==> config.mk <==
export PLATFORM = sky130hd
export DESIGN_NAME = serial_addsub_seq
export DESIGN_NICKNAME = d
export VERILOG_FILES = /design/src/rtl/serial_addsub_seq.sv
export SDC_FILE = /design/constraint.sdc
export NUM_CORES = 1
export LEC_CHECK = 0
export CORE_ASPECT_RATIO = 1.2
export CORE_UTILIZATION = 55
export DETAILED_ROUTE_END_ITERATION = 10
export GPL_ROUTABILITY_DRIVEN = 0
export PLACE_DENSITY = 0.84
export RECOVER_POWER = 100
export SYNTH_ARGS = -nofsm -noshare
export SYNTH_HDL_FRONTEND = slang
export SYNTH_SLANG_ARGS = --single-unit
==> constraint.sdc <==
create_clock -name clk -period 3.3 [get_ports clk]
set_input_delay 0.66 -clock clk [delete_from_list [all_inputs] [get_ports clk]]
set_output_delay 0.66 -clock clk [all_outputs]
set_load 0.02 [all_outputs]
==> src/rtl/serial_addsub_seq.sv <==
// Bit-serial WIDTH-bit adder/subtractor sequencer: feeds one operand bit pair per clock
// LSB-first through a full-adder/full-subtractor cell and holds carry/borrow between bits.
module serial_addsub_seq #(
    parameter int WIDTH = 8
) (
    input  logic             clk,
    input  logic             rst,
    input  logic             start,
    input  logic             op_sub,
    input  logic [WIDTH-1:0] a_in,
    input  logic [WIDTH-1:0] b_in,
    output logic             busy,
    output logic             done,
    output logic [WIDTH-1:0] result,
    output logic             cout,
    output logic             ovf
);

    localparam int CW = (WIDTH > 1) ? $clog2(WIDTH) : 1;
    localparam logic [CW-1:0] LAST_CNT = CW'(WIDTH - 1);
    localparam logic [CW-1:0] CNT_ONE  = CW'(1);

    typedef enum logic [1:0] {
        IDLE = 2'd0,
        RUN  = 2'd1,
        DONE = 2'd2
    } state_t;

    state_t           state_r;
    state_t           state_s;
    logic [WIDTH-1:0] a_sh_r;
    logic [WIDTH-1:0] b_sh_r;
    logic [CW-1:0]    cnt_r;
    logic             op_r;
    logic             c_r;
    logic             a_msb_r;
    logic             b_msb_r;
    logic             busy_r;
    logic             done_r;
    logic [WIDTH-1:0] result_r;
    logic             cout_r;
    logic             ovf_r;
    logic             accept_s;
    logic             last_s;
    logic             s_s;
    logic             c_next_s;
    logic             ovf_s;

    function automatic logic cell_sum(input logic a, input logic b, input logic c);
        return a ^ b ^ c;
    endfunction

    // Carry for add, borrow for subtract.
    function automatic logic cell_carry(input logic a, input logic b, input logic c,
                                        input logic sub);
        logic r;
        if (sub) begin
            r = (~a & b) | (~(a ^ b) & c);
        end else begin
            r = (a & b) | (a & c) | (b & c);
        end
        return r;
    endfunction

    function automatic logic signed_ovf(input logic sub, input logic a_msb,
                                        input logic b_msb, input logic r_msb);
        logic r;
        if (sub) begin
            r = (a_msb != b_msb) & (r_msb != a_msb);
        end else begin
            r = (a_msb == b_msb) & (r_msb != a_msb);
        end
        return r;
    endfunction

    assign busy   = busy_r;
    assign done   = done_r;
    assign result = result_r;
    assign cout   = cout_r;
    assign ovf    = ovf_r;

    // Next-state logic and the current bit-cell evaluation.
    always_comb begin
        state_s  = state_r;
        accept_s = 1'b0;
        last_s   = (cnt_r == LAST_CNT);
        s_s      = cell_sum(a_sh_r[0], b_sh_r[0], c_r);
        c_next_s = cell_carry(a_sh_r[0], b_sh_r[0], c_r, op_r);
        ovf_s    = signed_ovf(op_r, a_msb_r, b_msb_r, s_s);
        case (state_r)
            IDLE: begin
                if (start) begin
                    state_s  = RUN;
                    accept_s = 1'b1;
                end else begin
                    state_s = IDLE;
                end
            end
            RUN: begin
                if (last_s) begin
                    state_s = DONE;
                end else begin
                    state_s = RUN;
                end
            end
            DONE:    state_s = IDLE;
            default: state_s = IDLE;
        endcase
    end

    // State register.
    always_ff @(posedge clk) begin
        if (rst) begin
            state_r <= IDLE;
        end else begin
            state_r <= state_s;
        end
    end

    // Datapath: A's shift register doubles as the sum register, sum bits enter at the MSB.
    always_ff @(posedge clk) begin
        if (rst) begin
            a_sh_r   <= '0;
            b_sh_r   <= '0;
            cnt_r    <= '0;
            op_r     <= 1'b0;
            c_r      <= 1'b0;
            a_msb_r  <= 1'b0;
            b_msb_r  <= 1'b0;
            busy_r   <= 1'b0;
            done_r   <= 1'b0;
            result_r <= '0;
            cout_r   <= 1'b0;
            ovf_r    <= 1'b0;
        end else begin
            busy_r <= (state_s == RUN);
            done_r <= (state_s == DONE);
            if (accept_s) begin
                a_sh_r  <= a_in;
                b_sh_r  <= b_in;
                op_r    <= op_sub;
                c_r     <= 1'b0;
                cnt_r   <= '0;
                a_msb_r <= a_in[WIDTH-1];
                b_msb_r <= b_in[WIDTH-1];
            end else if (state_r == RUN) begin
                a_sh_r <= {s_s, a_sh_r[WIDTH-1:1]};
                b_sh_r <= {1'b0, b_sh_r[WIDTH-1:1]};
                c_r    <= c_next_s;
                cnt_r  <= cnt_r + CNT_ONE;
                if (last_s) begin
                    result_r <= {s_s, a_sh_r[WIDTH-1:1]};
                    cout_r   <= c_next_s;
                    ovf_r    <= ovf_s;
                end else begin
                    result_r <= result_r;
                end
            end else begin
                c_r <= c_r;
            end
        end
    end

endmodule

## Word-level counts from Yosys, hierarchy flattened

Cells that the tools add are included.

| word-level totals | value |
|---|---|
| logic and storage cells | 51 |
| flip-flop bits (word level) | 37 |
| latch bits | 0 |
| memory bits (writable) | 0 |
| output and inout port bits | 12 |
| memories kept | 0 |
| ROM bits | 0 |
| bits of input ports | 20 |

| operators by class | value |
|---|---|
| divide/modulo/power cells | 0 |
| bitwise gates (word level) | 15 |
| shift-type cells | 0 |
| multipliers | 0 |
| magnitude comparators | 0 |
| add/sub/neg operators | 1 |
| equality and inequality tests | 7 |
| mux-type cells | 11 |
| reductions and logical operators | 4 |

Operators by type and width:

| kind | number |
|---|---|
| $mux W8 | 4 |
| $and A1 B1 Y1 | 7 |
| $mux W1 | 5 |
| $eq A2 B1 Y1 const B | 2 |
| $pmux W2 S2 | 1 |
| $add A3 B1 Y3 const B | 1 |
| $eq A3 B3 Y1 const B | 1 |
| $not A1 Y1 | 3 |
| $or A1 B1 Y1 | 3 |
| $reduce_and A3 Y1 | 1 |
| $eq A2 B2 Y1 const B | 1 |
| $logic_not A2 Y1 | 1 |
| $mux W2 | 1 |
| $ne A1 B1 Y1 | 2 |
| $reduce_bool A2 Y1 | 1 |
| $reduce_or A2 Y1 | 1 |
| $xor A1 B1 Y1 | 2 |
| $eq A1 B1 Y1 | 1 |

## Longest topological paths before layout

| depth | value |
|---|---|
| word-level depth | 5 |
| mapped depth | 6 |
| gate-level depth less buffers | 5 |

## Least setup slack after synthesis

No wires, ideal clock.

| timing path | value |
|---|---|
| kind | in2reg |
| start | input b_in[0] |
| end | register b_sh_r[0] |
| library setup time | 0.135 ns |
| path buffers | 0 |
| data arrival time | 1.295 ns |
| required time | 3.165 ns |
| cell stages on the path | 3 |
| slack | 1.871 ns |
| cells stage by stage | or3b_2 > a21oi_1 > a211oi_1 |

| between the ends | value |
|---|---|
| word-level cells in the longest chain between the ends | 1 |

RTL lines:

| what | RTL line | RTL |
|---|---|---|
| from (decl) | 11 | `input logic [WIDTH-1:0] b_in,` |
| $mux W8 | 138 | `if (accept_s) begin` |
| to (signal assigned) | 140 | `b_sh_r <= b_in;` |
| to (signal assigned) | 148 | `b_sh_r <= {1'b0, b_sh_r[WIDTH-1:1]};` |
| to (decl) | 32 | `logic [WIDTH-1:0] b_sh_r;` |

Every way passes these cells.
A chain may end at the register's enable or synchronous reset.

## Worst setup path in the final report

| timing path | value |
|---|---|
| start | input start |
| end | register a_msb_r |

| between the ends | value |
|---|---|
| word-level cells in the longest chain between the ends | 2 |

RTL lines:

| what | RTL line | RTL |
|---|---|---|
| from (decl) | 8 | `input logic start,` |
| $mux W1 | 92 | `if (start) begin` |
| $mux W1 | 90 | `case (state_r)` |
| to (signal assigned) | 144 | `a_msb_r <= a_in[WIDTH-1];` |
| to (decl) | 36 | `logic a_msb_r;` |

Every way passes these cells.

==> metrics.md <==
| Metric | Value |
|---|---|
| Outcome | completed |
| Worst VDD drop | 0.0003978 V |
| Final-layout setup total negative slack | 0 ns |
| Cell family with the largest share of critical-path delay | buffers and inverters |
| Number of levels the H-tree was split into | 2 |
| Vias per std cell | 5.465 |
| Final slew viol count | 0 |
| Most common cell in the synthesized netlist | sky130_fd_sc_hd__dfxtp_1 |
| Buffers inserted by post-CTS timing repair | 0 |
| Cell with the largest stage delay on the worst path | sky130_fd_sc_hd__dlygate4sd3_1 |
| Layout Cell Area excl Fill | 2054 µm² |
| Pwr Density | 456.4 nW/µm² |
| Hold/Removal Path Class | flip-flop to flip-flop |
| Number of max-cap violations | 0 |
| Post-synth top area cell | sky130_fd_sc_hd__dfxtp_1 |
| FFs w/ async S/R, synth | 0% |
| Number of buffers inserted during clock tree synthesis | 5 |
| Normalized max-slew margin | 52.78% |
| Buf/Inv on CP | 1 |
| Die height | 62.91 µm |
| Post-synthesis sequential element count | 37 |
| Yosys synthesis warning count | 0 |
| Post-route clock skew | 0.005970 ns |
| Arrival time reported for the critical path endpoint | 2.43 ns |
| Number of antenna violations at the first check in global routing | 0 |
| Total I/O pin count | 32 |
| Met1 demand-to-capacity share in global routing | 26.94% |
| Clock transition at the registers of the reported paths | 0.11 ns |
| Worst Setup Slack, final | 1.097 ns |
| Post-Synthesis Cell Area | 1700 µm² |
| P_leak | 0.8262 nW |
| Clock network latency to the later pin of the worst-skew pair | 0.34 ns |
| Pre-Repair DR Iteration Count | 4 |
| Busiest layer in global routing | met2 |
| Hold Path Origin | result[3]$_SDFFE_PP0P_ |
| Series of cell instances along the critical path | dlygate4sd3_1 -> nor3b_1 -> mux2i_1 -> nor2_1 |
| Total power | 0.9376 mW |
| GR met2 Demand/Resource | 40.98% |
| Post-synthesis area per instance | 8.720 µm² |
| Clock buffer depth | 2 |
| Wire length reported by the detailed router | 3363 µm |
| Count of cells resized by post-cts repair | 0 |
| Startpoint type of the worst setup path | input port |
| Required @ worst endpoint | 3.53 ns |
| Fraction of post-synthesis cell area in the top cell type by area | 43.56% |
| Maximum clock frequency | 0.4539 GHz |
| DR WL/cell | 13.14 µm |
| Area of the die | 3319 µm² |
| Clock tree from TritonCTS | done |
| Worst r2r dst | a_msb_r$_SDFFE_PP0N_ |
| Fraction of layout instances using a drive strength above 1 | 4.505% |
| Total DRC errors in the routed layout | 0 |
| Cell area after placement | 1981 µm² |
| Final hold violation count | 0 |
| HPWL Detailed | 2244 µm |
| Count of cells along the worst hold path | 2 |
| CTS Hold Buffers Added | 0 |
| Ant diodes | 0 |
| Via count of the routed design | 1,399 |
| GR met3 Demand/Resource | 8.029% |
| Width of the die | 52.76 µm |
| Pin count of the biggest net entering global routing | 38 |
| Crit end category | flip-flop |
| Initial DRC count | 36 |
| Leading cell types by count after synthesis | sky130_fd_sc_hd__dfxtp_1, sky130_fd_sc_hd__nor2_1, sky130_fd_sc_hd__a21oi_1, sky130_fd_sc_hd__nor3_1, sky130_fd_sc_hd__nand2_1 |
| Most instantiated flip-flop cell in the synthesis netlist | sky130_fd_sc_hd__dfxtp_1 |
| Worst-case register-to-register setup slack | 1.67 ns |
| Synthesized netlist cell count | 195 |
| Routed Antenna Nets | 0 |
| Vias in the first global route | 1,440 |
| Number of nets in the final layout | 245 |
| Clock Sinks | 37 |
| Overflow after GRT | 0 |
| Initial cell density of the core | 59.37% |
| Biggest area contributors in the synthesized netlist | sky130_fd_sc_hd__dfxtp_1, sky130_fd_sc_hd__or3b_1, sky130_fd_sc_hd__a21oi_1, sky130_fd_sc_hd__nor2_1, sky130_fd_sc_hd__nor3_1 |
| Critical R2R Launch | state_r[1]$_SDFF_PP0_ |
| Number of placement rows | 21 |
| Count of flip-flops with a built-in enable after synthesis | 0 |
| Final Non-Filler Cells | 256 |
| Clock root buffer | sky130_fd_sc_hd__clkbuf_4 |
| Count of buffers from port buffering | 31 |
| Actual slew at the worst max-slew pin | 0.7073 ns |
| Critical-path maximum fanout | 19 |
| Hold Path Sink | result[3]$_SDFFE_PP0P_ |
| Core area | 2864 µm² |
| Synthesized Nets | 219 |
| Setup repair after global routing missed its margin | false |
| Number of fill cells in the layout | 236 |
| Fraction of the yosys area taken by sequential cells | 43.56% |
| Count of distinct cell types in the synthesized netlist | 28 |
| Post-route minimum period | 2.203 ns |
| Post-Place Cells | 248 |
| Finish-stage setup viols | 0 |
| First-pass GRT wire length | 5989 µm |
| Type of the worst setup path | input port to flip-flop |
| Ratio of final minimum period to clock period | 66.77% |
| Area growth from synthesis to final layout | 20.82% |
| Worst setup timing slack at the placement stage | 1.014 ns |
| R2r worst-path depth | 3 |
| Slowest Stage Delay on Critical Path | 0.84 ns |
| Total global routing track utilization | 24.49% |
power breakdown:
| part | internal, mW | switching, mW | total, mW |
|---|---|---|---|
| Clock | 0.181 | 0.149 | 0.330 |
| Sequential | 0.470 | 0.0152 | 0.485 |
| Combinational | 0.0654 | 0.0577 | 0.123 |
stage by stage:
stage	utilization (%)	hold slack [ns]
finish	71.73	0.4624
CTS	72.13	0.4691
global placement	69.16	0.4436
detailed placement	69.16	0.4538
floorplan	-	0.4402
global route	71.73	0.4819
final cells by class:
type | instances | area (µm²) | area share, %
multi-input combinational | 141 | 849.6 | 41.35
clock inverter | 1 | 30.03 | 1.462
inverter | 3 | 11.26 | 0.5481
tap | 34 | 42.54 | 2.071
timing repair buffer | 33 | 325.3 | 15.83
sequential | 37 | 740.7 | 36.05
clock buffer | 7 | 55.05 | 2.680
worst reg2reg max path, cell delays in order, from the launching register on:
cell,delay (ns)
sky130_fd_sc_hd__dfxtp_1,0.54
sky130_fd_sc_hd__nor3b_1,0.66
sky130_fd_sc_hd__mux2i_1,0.27
sky130_fd_sc_hd__nor2_1,0.05
cells in the final DEF, fill, tap and decap left out, types with 2 or more instances in the layout:
cell type	count
sky130_fd_sc_hd__inv_1	3
sky130_fd_sc_hd__mux2i_1	6
sky130_fd_sc_hd__buf_4	2
sky130_fd_sc_hd__nand2_1	17
sky130_fd_sc_hd__dlygate4sd3_1	13
sky130_fd_sc_hd__a21oi_1	24
sky130_fd_sc_hd__nor2b_1	5
sky130_fd_sc_hd__ha_1	2
sky130_fd_sc_hd__or3b_1	14
sky130_fd_sc_hd__clkdlybuf4s50_1	18
sky130_fd_sc_hd__clkbuf_4	5
sky130_fd_sc_hd__fa_1	2
sky130_fd_sc_hd__nor3_1	18
sky130_fd_sc_hd__or2b_1	6
sky130_fd_sc_hd__nand2b_1	9
sky130_fd_sc_hd__dfxtp_1	37
sky130_fd_sc_hd__nor2_1	25
sky130_fd_sc_hd__a22oi_1	3
sky130_fd_sc_hd__a211oi_1	2
worst max path at each step:
stage                           startpoint                      to  slack, ns  cells past startpoint
after floorplan                    b_in[0]  b_sh_r[0]$_SDFFE_PP0P_       1.87                      3
after global routing                 start       op_r$_SDFFE_PP0N_       0.98                      4
after global placement               start  b_sh_r[0]$_SDFFE_PP0P_       1.05                      4
after detailed placement             start  b_sh_r[0]$_SDFFE_PP0P_       1.01                      4
after CTS                 ovf$_SDFFE_PP0P_                     ovf       1.32                      1
final                                start    a_msb_r$_SDFFE_PP0N_       1.10                      4
registers in the layout, summed over array words and instances (netlist names):
name     cells
busy         1
cout         1
b_sh_r       8
state_r      2
a_sh_r       8
ovf          1
b_msb_r      1
op_r         1
c_r          1
result       8
cnt_r        3
done         1
a_msb_r      1
metal layers:
| metal | vias to the layer above | wire length, µm |
|---|---|---|
| met1 | 647 | 1439 |
| met2 | 33 | 1717 |
| li1 | 709 | - |
| met5 | - | 0 |
| met3 | 10 | 135 |
| met4 | 0 | 71 |
logic make-up (layout without fill, tap and decap cells):
group / after synthesis / count (layout) / synth area share (%)
XOR/XNOR: 1 / 1 / 0.5152
AO/OA/AOI/OAI: 32 / 32 / 10.60
multiplexers: 6 / 6 / 3.532
adder cells (fa/ha/maj): 4 / 4 / 3.826
AND/OR/NAND/NOR: 98 / 98 / 32.16
buffers and inverters: 17 / 44 / 5.812
flip-flops: 37 / 37 / 43.56
Power figures use the tool's default switching activity.
